==> config.mk <==
export PLATFORM = sky130hd
export DESIGN_NAME = serial_adder
export DESIGN_NICKNAME = d
export VERILOG_FILES = /design/src/rtl/serial_adder.sv
export SDC_FILE = /design/constraint.sdc
export NUM_CORES = 1
export LEC_CHECK = 0
export CAP_MARGIN = 10
export CORE_ASPECT_RATIO = 1.1
export CORE_UTILIZATION = 35
export DETAILED_ROUTE_END_ITERATION = 7
export PLACE_DENSITY_LB_ADDON = 0.15
export SLEW_MARGIN = 0
export SYNTH_ARGS = -nofsm -noshare
export SYNTH_HDL_FRONTEND = slang
export SYNTH_SLANG_ARGS = --single-unit
==> constraint.sdc <==
create_clock -name clk -period 2.6 [get_ports clk]
set_input_delay 0.39 -clock clk [delete_from_list [all_inputs] [get_ports clk]]
set_output_delay 0.39 -clock clk [all_outputs]
set_load 0.03 [all_outputs]
==> src/rtl/serial_adder.sv <==
// rtl/serial_adder.sv - bit-serial WIDTH-bit adder built on a single full_adder cell

// Single-bit full adder cell shared with the rest of the adder library
module full_adder (
  input  logic a_i,
  input  logic b_i,
  input  logic ci_i,
  output logic s_o,
  output logic co_o
);

  // Sum and carry of three single-bit inputs
  always_comb begin
    s_o  = a_i ^ b_i ^ ci_i;
    co_o = (a_i & b_i) | (a_i & ci_i) | (b_i & ci_i);
  end

endmodule

// Adds a + b + ci LSB first, one bit per clock, and reports the result in parallel
module serial_adder #(
  parameter int WIDTH = 8
) (
  input  logic             clk,
  input  logic             rst,
  input  logic             start,
  input  logic [WIDTH-1:0] a,
  input  logic [WIDTH-1:0] b,
  input  logic             ci,
  output logic             busy,
  output logic             done,
  output logic [WIDTH-1:0] sum,
  output logic             co
);

  // A one-bit counter is still needed for WIDTH=1 so the compare stays well formed
  localparam int CW = (WIDTH > 1) ? $clog2(WIDTH) : 1;
  localparam logic [CW-1:0] LAST_BIT = CW'(WIDTH - 1);

  typedef enum logic [1:0] {
    IDLE = 2'd0,
    RUN  = 2'd1,
    DONE = 2'd2
  } state_t;

  state_t           state_q, state_d;
  logic [WIDTH-1:0] sha_q, sha_d;
  logic [WIDTH-1:0] shb_q, shb_d;
  logic             carry_q, carry_d;
  logic [CW-1:0]    cnt_q, cnt_d;
  logic [WIDTH-1:0] sum_q, sum_d;
  logic             co_q, co_d;

  logic             fa_s;
  logic             fa_co;

  // The one adder cell always looks at the current LSBs and the running carry
  full_adder u_fa (
    .a_i  (sha_q[0]),
    .b_i  (shb_q[0]),
    .ci_i (carry_q),
    .s_o  (fa_s),
    .co_o (fa_co)
  );

  // Next-state and datapath updates; start is honoured only in IDLE and DONE
  always_comb begin
    state_d = state_q;
    sha_d   = sha_q;
    shb_d   = shb_q;
    carry_d = carry_q;
    cnt_d   = cnt_q;
    sum_d   = sum_q;
    co_d    = co_q;

    case (state_q)
      IDLE, DONE: begin
        if (start) begin
          sha_d   = a;
          shb_d   = b;
          carry_d = ci;
          cnt_d   = '0;
          state_d = RUN;
        end else begin
          state_d = IDLE;
        end
      end

      RUN: begin
        // New sum bit enters at the MSB so that after WIDTH shifts bit 0 is the LSB
        sum_d   = (sum_q >> 1) | (WIDTH'(fa_s) << (WIDTH - 1));
        sha_d   = sha_q >> 1;
        shb_d   = shb_q >> 1;
        carry_d = fa_co;
        cnt_d   = cnt_q + CW'(1);
        if (cnt_q == LAST_BIT) begin
          co_d    = fa_co;
          state_d = DONE;
        end
      end

      default: state_d = IDLE;
    endcase
  end

  // State and datapath registers; reset also aborts a computation in flight
  always_ff @(posedge clk) begin
    if (rst) begin
      state_q <= IDLE;
      sha_q   <= '0;
      shb_q   <= '0;
      carry_q <= 1'b0;
      cnt_q   <= '0;
      sum_q   <= '0;
      co_q    <= 1'b0;
    end else begin
      state_q <= state_d;
      sha_q   <= sha_d;
      shb_q   <= shb_d;
      carry_q <= carry_d;
      cnt_q   <= cnt_d;
      sum_q   <= sum_d;
      co_q    <= co_d;
    end
  end

  // Status strobes decode directly from the state register
  always_comb begin
    busy = (state_q == RUN);
    done = (state_q == DONE);
    sum  = sum_q;
    co   = co_q;
  end

endmodule

======== Word level (Yosys, flattened, before mapping) ========
Cells that the tools add are included.
cells by class
  reductions and logical operators ........ 5
  $add $sub $neg .......................... 1
  eq/ne operators ......................... 5
  bitwise logic cells ..................... 8
  mux-type cells .......................... 11
operators with widths
  kind                 number
  $pmux 8 s2           2
  $mux 8               2
  $or 7x8->8           1
  $pmux 3 s2           1
  $pmux 2 s2           1
  $reduce_and 2->1     2
  $add 3x1->3 const B  1
  $and 1x1->1          3
  $eq 3x3->1 const B   1
  $mux 3               1
  $eq 2x1->1 const B   1
  $eq 2x2->1 const B   1
  $logic_not 2->1      1
  $mux 1               2
  $mux 2               1
  $ne 2x1->1 const B   1
  $ne 2x2->1 const B   1
  $or 1x1->1           2
  $pmux 1 s2           1
  $reduce_bool 2->1    1
  $reduce_or 2->1      1
  $xor 1x1->1          2
storage, ports and cells
  bits in registers ....................... 31
  input port bits ......................... 20
  logic and storage cells ................. 37

======== Depth between registers and ports, before layout ========
  depth after elaboration ................. 4
  depth in mapped cells ................... 6

======== Modules after synthesis ========
Synthesis repeated with hierarchy kept, for this count alone.
unflattened totals
  cells, all modules ...................... 158
  area total of the unflattened synthesis .. 1336.3 um2
modules (own cells, without submodules)
  module        instances  seq. area each (um2)  cells each  area an instance (um2)
  serial_adder  1          620.6                 157         1316.3
  full_adder    1          0.0                   1           20.0

======== Worst setup path before layout ========
Ideal clock, no wire load.
  path type ............................... register to output
  start ................................... register state_q[0]
  end ..................................... output port busy
  arrival time ............................ 0.790 ns
  cell stages (with the launch flop) ...... 5
  slack ................................... 1.420 ns
  path buffers ............................ 2
  cell sequence ........................... dfxtp_1 nand2b_1 buf_6 inv_2 buf_6
on the way
  cells in the longest elaborated chain, start to end .. 1
RTL lines
  element                 RTL line  source
  from (decl)             46        state_t state_q, state_d;
  from (signal assigned)  117       state_q <= state_d;
  $eq 2x1->1              129       busy = (state_q == RUN);
  to (decl)               30        output logic busy,
Every way passes these cells.

======== Worst setup path after layout ========
Ends and elaborated chain as after synthesis.

==> results_dict.tcl <==
set metrics [dict create \
    p_clk_share_pct 34.8 \
    dieArea_sq_um 4090 \
    synth_seq_cells 31 \
    cts_tree "done" \
    grt_setup_unrepaired "false" \
    multiInputGateArea_sq_um 598 \
    hpwl_mm 1.68 \
    post-cts-setup-buffer-count 0 \
    htree_levels 2 \
    via_per_inst 4.88 \
    dieWidth_microns 61.1 \
    cp.required_ns 2.21 \
    place_area_sq_um 1600 \
    antenna_cells 0 \
    grt_pass1_wl_mm 4.33 \
    syn-mean-instance-area_sq_um 8.50 \
    fin_skew_ns 0.00334 \
    crit_chain "nand2b_1 > inv_2 > clkdlybuf4s50_1" \
    synthesis.nets 181 \
    root_buffer "clkbuf_8" \
    register_area_sq_um 621 \
    finalNetCount 207 \
    insertion_delay_ns 0.28 \
    switchingPower_uw 263 \
    netlist-cell-type-count 20 \
    clk_pin_slew_ns 0.06 \
    drt_first_iter_violations 56 \
    cp_slowest_cell "clkdlybuf4s50_1" \
    tightest_slew_ns 0.654 \
    gp_congestion 0.723 \
    route.detailed.drc 0 \
    p_leak_nw 0.616 \
    fin_ws_ns 0.517 \
    end_kind "output pin" \
    yosysSeqAreaShare_pct 46.2 \
    critPathMaxFanout 13 \
    seqPwrFrac_pct 51.1 \
    tns_ns 0 \
    critical_path.top_delay_family "buffers and inverters" \
    powerDensity_nw_per_um2 607 \
    cp-start-kind "register" \
    routedWlPerCell_microns 11.1 \
    boundaryPins 31 \
    p_int_uw 758 \
    status "completed" \
    synth_area_sq_um 1340 \
    rows 23 \
    max_slew_margin_pct 56.2 \
    drv_cap 0 \
    antenna_left 0 \
    slew_violations 0 \
    cts_buffer_depth 2 \
    grt_overflow 0 \
    design_area_sq_um 1680 \
    slowest_delay_ns 0.71 \
    vias 1147 \
    hold_viol_final 0 \
    hold_path.class "register to register" \
    finalCritPeriodShare_pct 80.1 \
    final_layout_size_suffix_gt1_share_pct 7.57 \
    p_sw_share_pct 25.7 \
    num-fill-cells 387 \
    grt_max_degree 45 \
    yosys_warnings 0 \
    grt_pass1_vias 1034 \
    cts_resized 0 \
    cts_buffers 5 \
    io_buffers 30 \
    core_sq_um 3650 \
    clkSinkCount 31 \
    crit_buf_inv 2 \
    synthCells 158 \
    power_frac_comb_pct 14.1 \
    setup_viol 0 \
    cp_data_arrival_time_ns 1.69 \
    initial_core_util_pct 36.8 \
    fmax_mhz 480 \
    grt_usage_pct 14.5 \
    peakVddDrop_uv 265 \
    worst-setup-path-type "register to output pin" \
    dr.pass1.iters 4 \
    die_height_microns 67.0 \
    syn_to_final_growth_pct 25.1 \
    antenna_found_initial 0 \
    min_period_ns 2.08 \
    drt-total-wl_mm 2.60 \
    cts_hold_buf 0 \
    pre_cts_slack_ns 0.647 \
]
[per-stage QoR]
stage          power [mW]  cells  hold slack [ns]  util (%)
4_1_cts              1.03    235            0.455      46.0
6_report             1.02    235            0.454      46.0
3_5_place_dp        0.678    227            0.446      43.8
2_1_floorplan       0.644    158            0.448         -
5_1_grt              1.07    235            0.482      46.0
3_3_place_gp        0.675    227            0.444      43.8
[Yosys cell counts (all sizes together)]
library cell	instances	area share [%]
o21a	1	0.56
ha	2	1.9
or2b	1	0.65
nand3	6	2.2
dfxtp	31	46
nand2	51	14
buf	10	8.2
nor2b	1	0.65
fa	1	1.5
nand3b	1	0.56
and2b	1	0.65
clkbuf	3	0.84
inv	1	0.28
nand2b	2	0.93
nor2	17	4.7
a21oi	14	5.2
a311oi	15	11
[area by class of cell]
class,count,share of cell area [%]
Clock inverter,1,0.298
Inverter,1,0.223
Clock buffer,7,4.54
Sequential cell,31,36.9
Tap cell,50,3.72
Timing Repair Buffer,32,18.8
Multi-Input combinational cell,113,35.6
[cells in the final DEF, fill, tap and decap left out]
cell type / n
buf_4: 2
and2b_2: 1
clkbuf_1: 2
clkinv_2: 1
dfxtp_1: 31
inv_2: 1
o21a_1: 1
ha_1: 2
or2b_2: 1
nand2b_1: 2
clkbuf_8: 5
clkdlybuf4s50_1: 30
fa_1: 1
nand3_1: 6
nand2_1: 51
a311oi_2: 2
nor2b_2: 1
a311oi_1: 13
nor2_1: 17
a21oi_1: 14
nand3b_1: 1
[kinds of logic (layout without fill, tap and decap cells)]
| family | Yosys count | after routing | share of synthesized area, % |
|---|---|---|---|
| flip-flops | 31 | 31 | 46.2 |
| adder cells (fa/ha/maj) | 3 | 3 | 3.35 |
| AO/OA/AOI/OAI | 30 | 30 | 16.5 |
| buffers and inverters | 14 | 41 | 9.31 |
| AND/OR/NAND/NOR | 80 | 80 | 24.7 |
[layer usage]
| layer | up-vias | track usage, % | wire length, microns | share of wire (%) |
|---|---|---|---|---|
| met5 | - | 0 | 0 | 0 |
| met4 | 0 | 8.24 | 28 | 1.1 |
| met3 | 4 | 4.27 | 128 | 4.9 |
| met2 | 30 | 22.6 | 1230 | 47 |
| met1 | 530 | 17.6 | 1210 | 47 |
| li1 | 583 | - | - | - |
[flip-flops by register name, summed over array words and instances (netlist names)]
| register | flops |
|---|---|
| sum | 8 |
| carry_q | 1 |
| cnt_q | 3 |
| co | 1 |
| state_q | 2 |
| shb_q | 8 |
| sha_q | 8 |
[power by group through the flow]
stage               Combinational [mW]  Clock [mW]  Sequential (mW)
global placement                 0.143           0            0.532
floorplan                        0.111           0            0.533
finish                           0.144       0.355            0.522
detailed placement               0.146           0            0.533
global route                     0.164       0.384            0.526
CTS                              0.146       0.365            0.522
[tightest hold or removal path: stages, from the launching register on]
cell and delay (ns):
dfxtp_1 0.31, nand2_1 0.05, a21oi_1 0.05
[worst paths after layout]
| check | from | end | slack, ns | depth (start not counted) |
|---|---|---|---|---|
| setup / recovery | state_q[0]$_SDFFE_PP0P_ | busy | 0.52 | 3 |
| hold / removal | co$_SDFFE_PP0P_ | co$_SDFFE_PP0P_ | 0.45 | 2 |
| setup reg to reg | state_q[0]$_SDFFE_PP0P_ | sha_q[5]$_SDFFE_PP0P_ | 1.19 | 3 |
| hold reg to reg | co$_SDFFE_PP0P_ | co$_SDFFE_PP0P_ | 0.45 | 2 |
(Power assumes the default switching activity.)
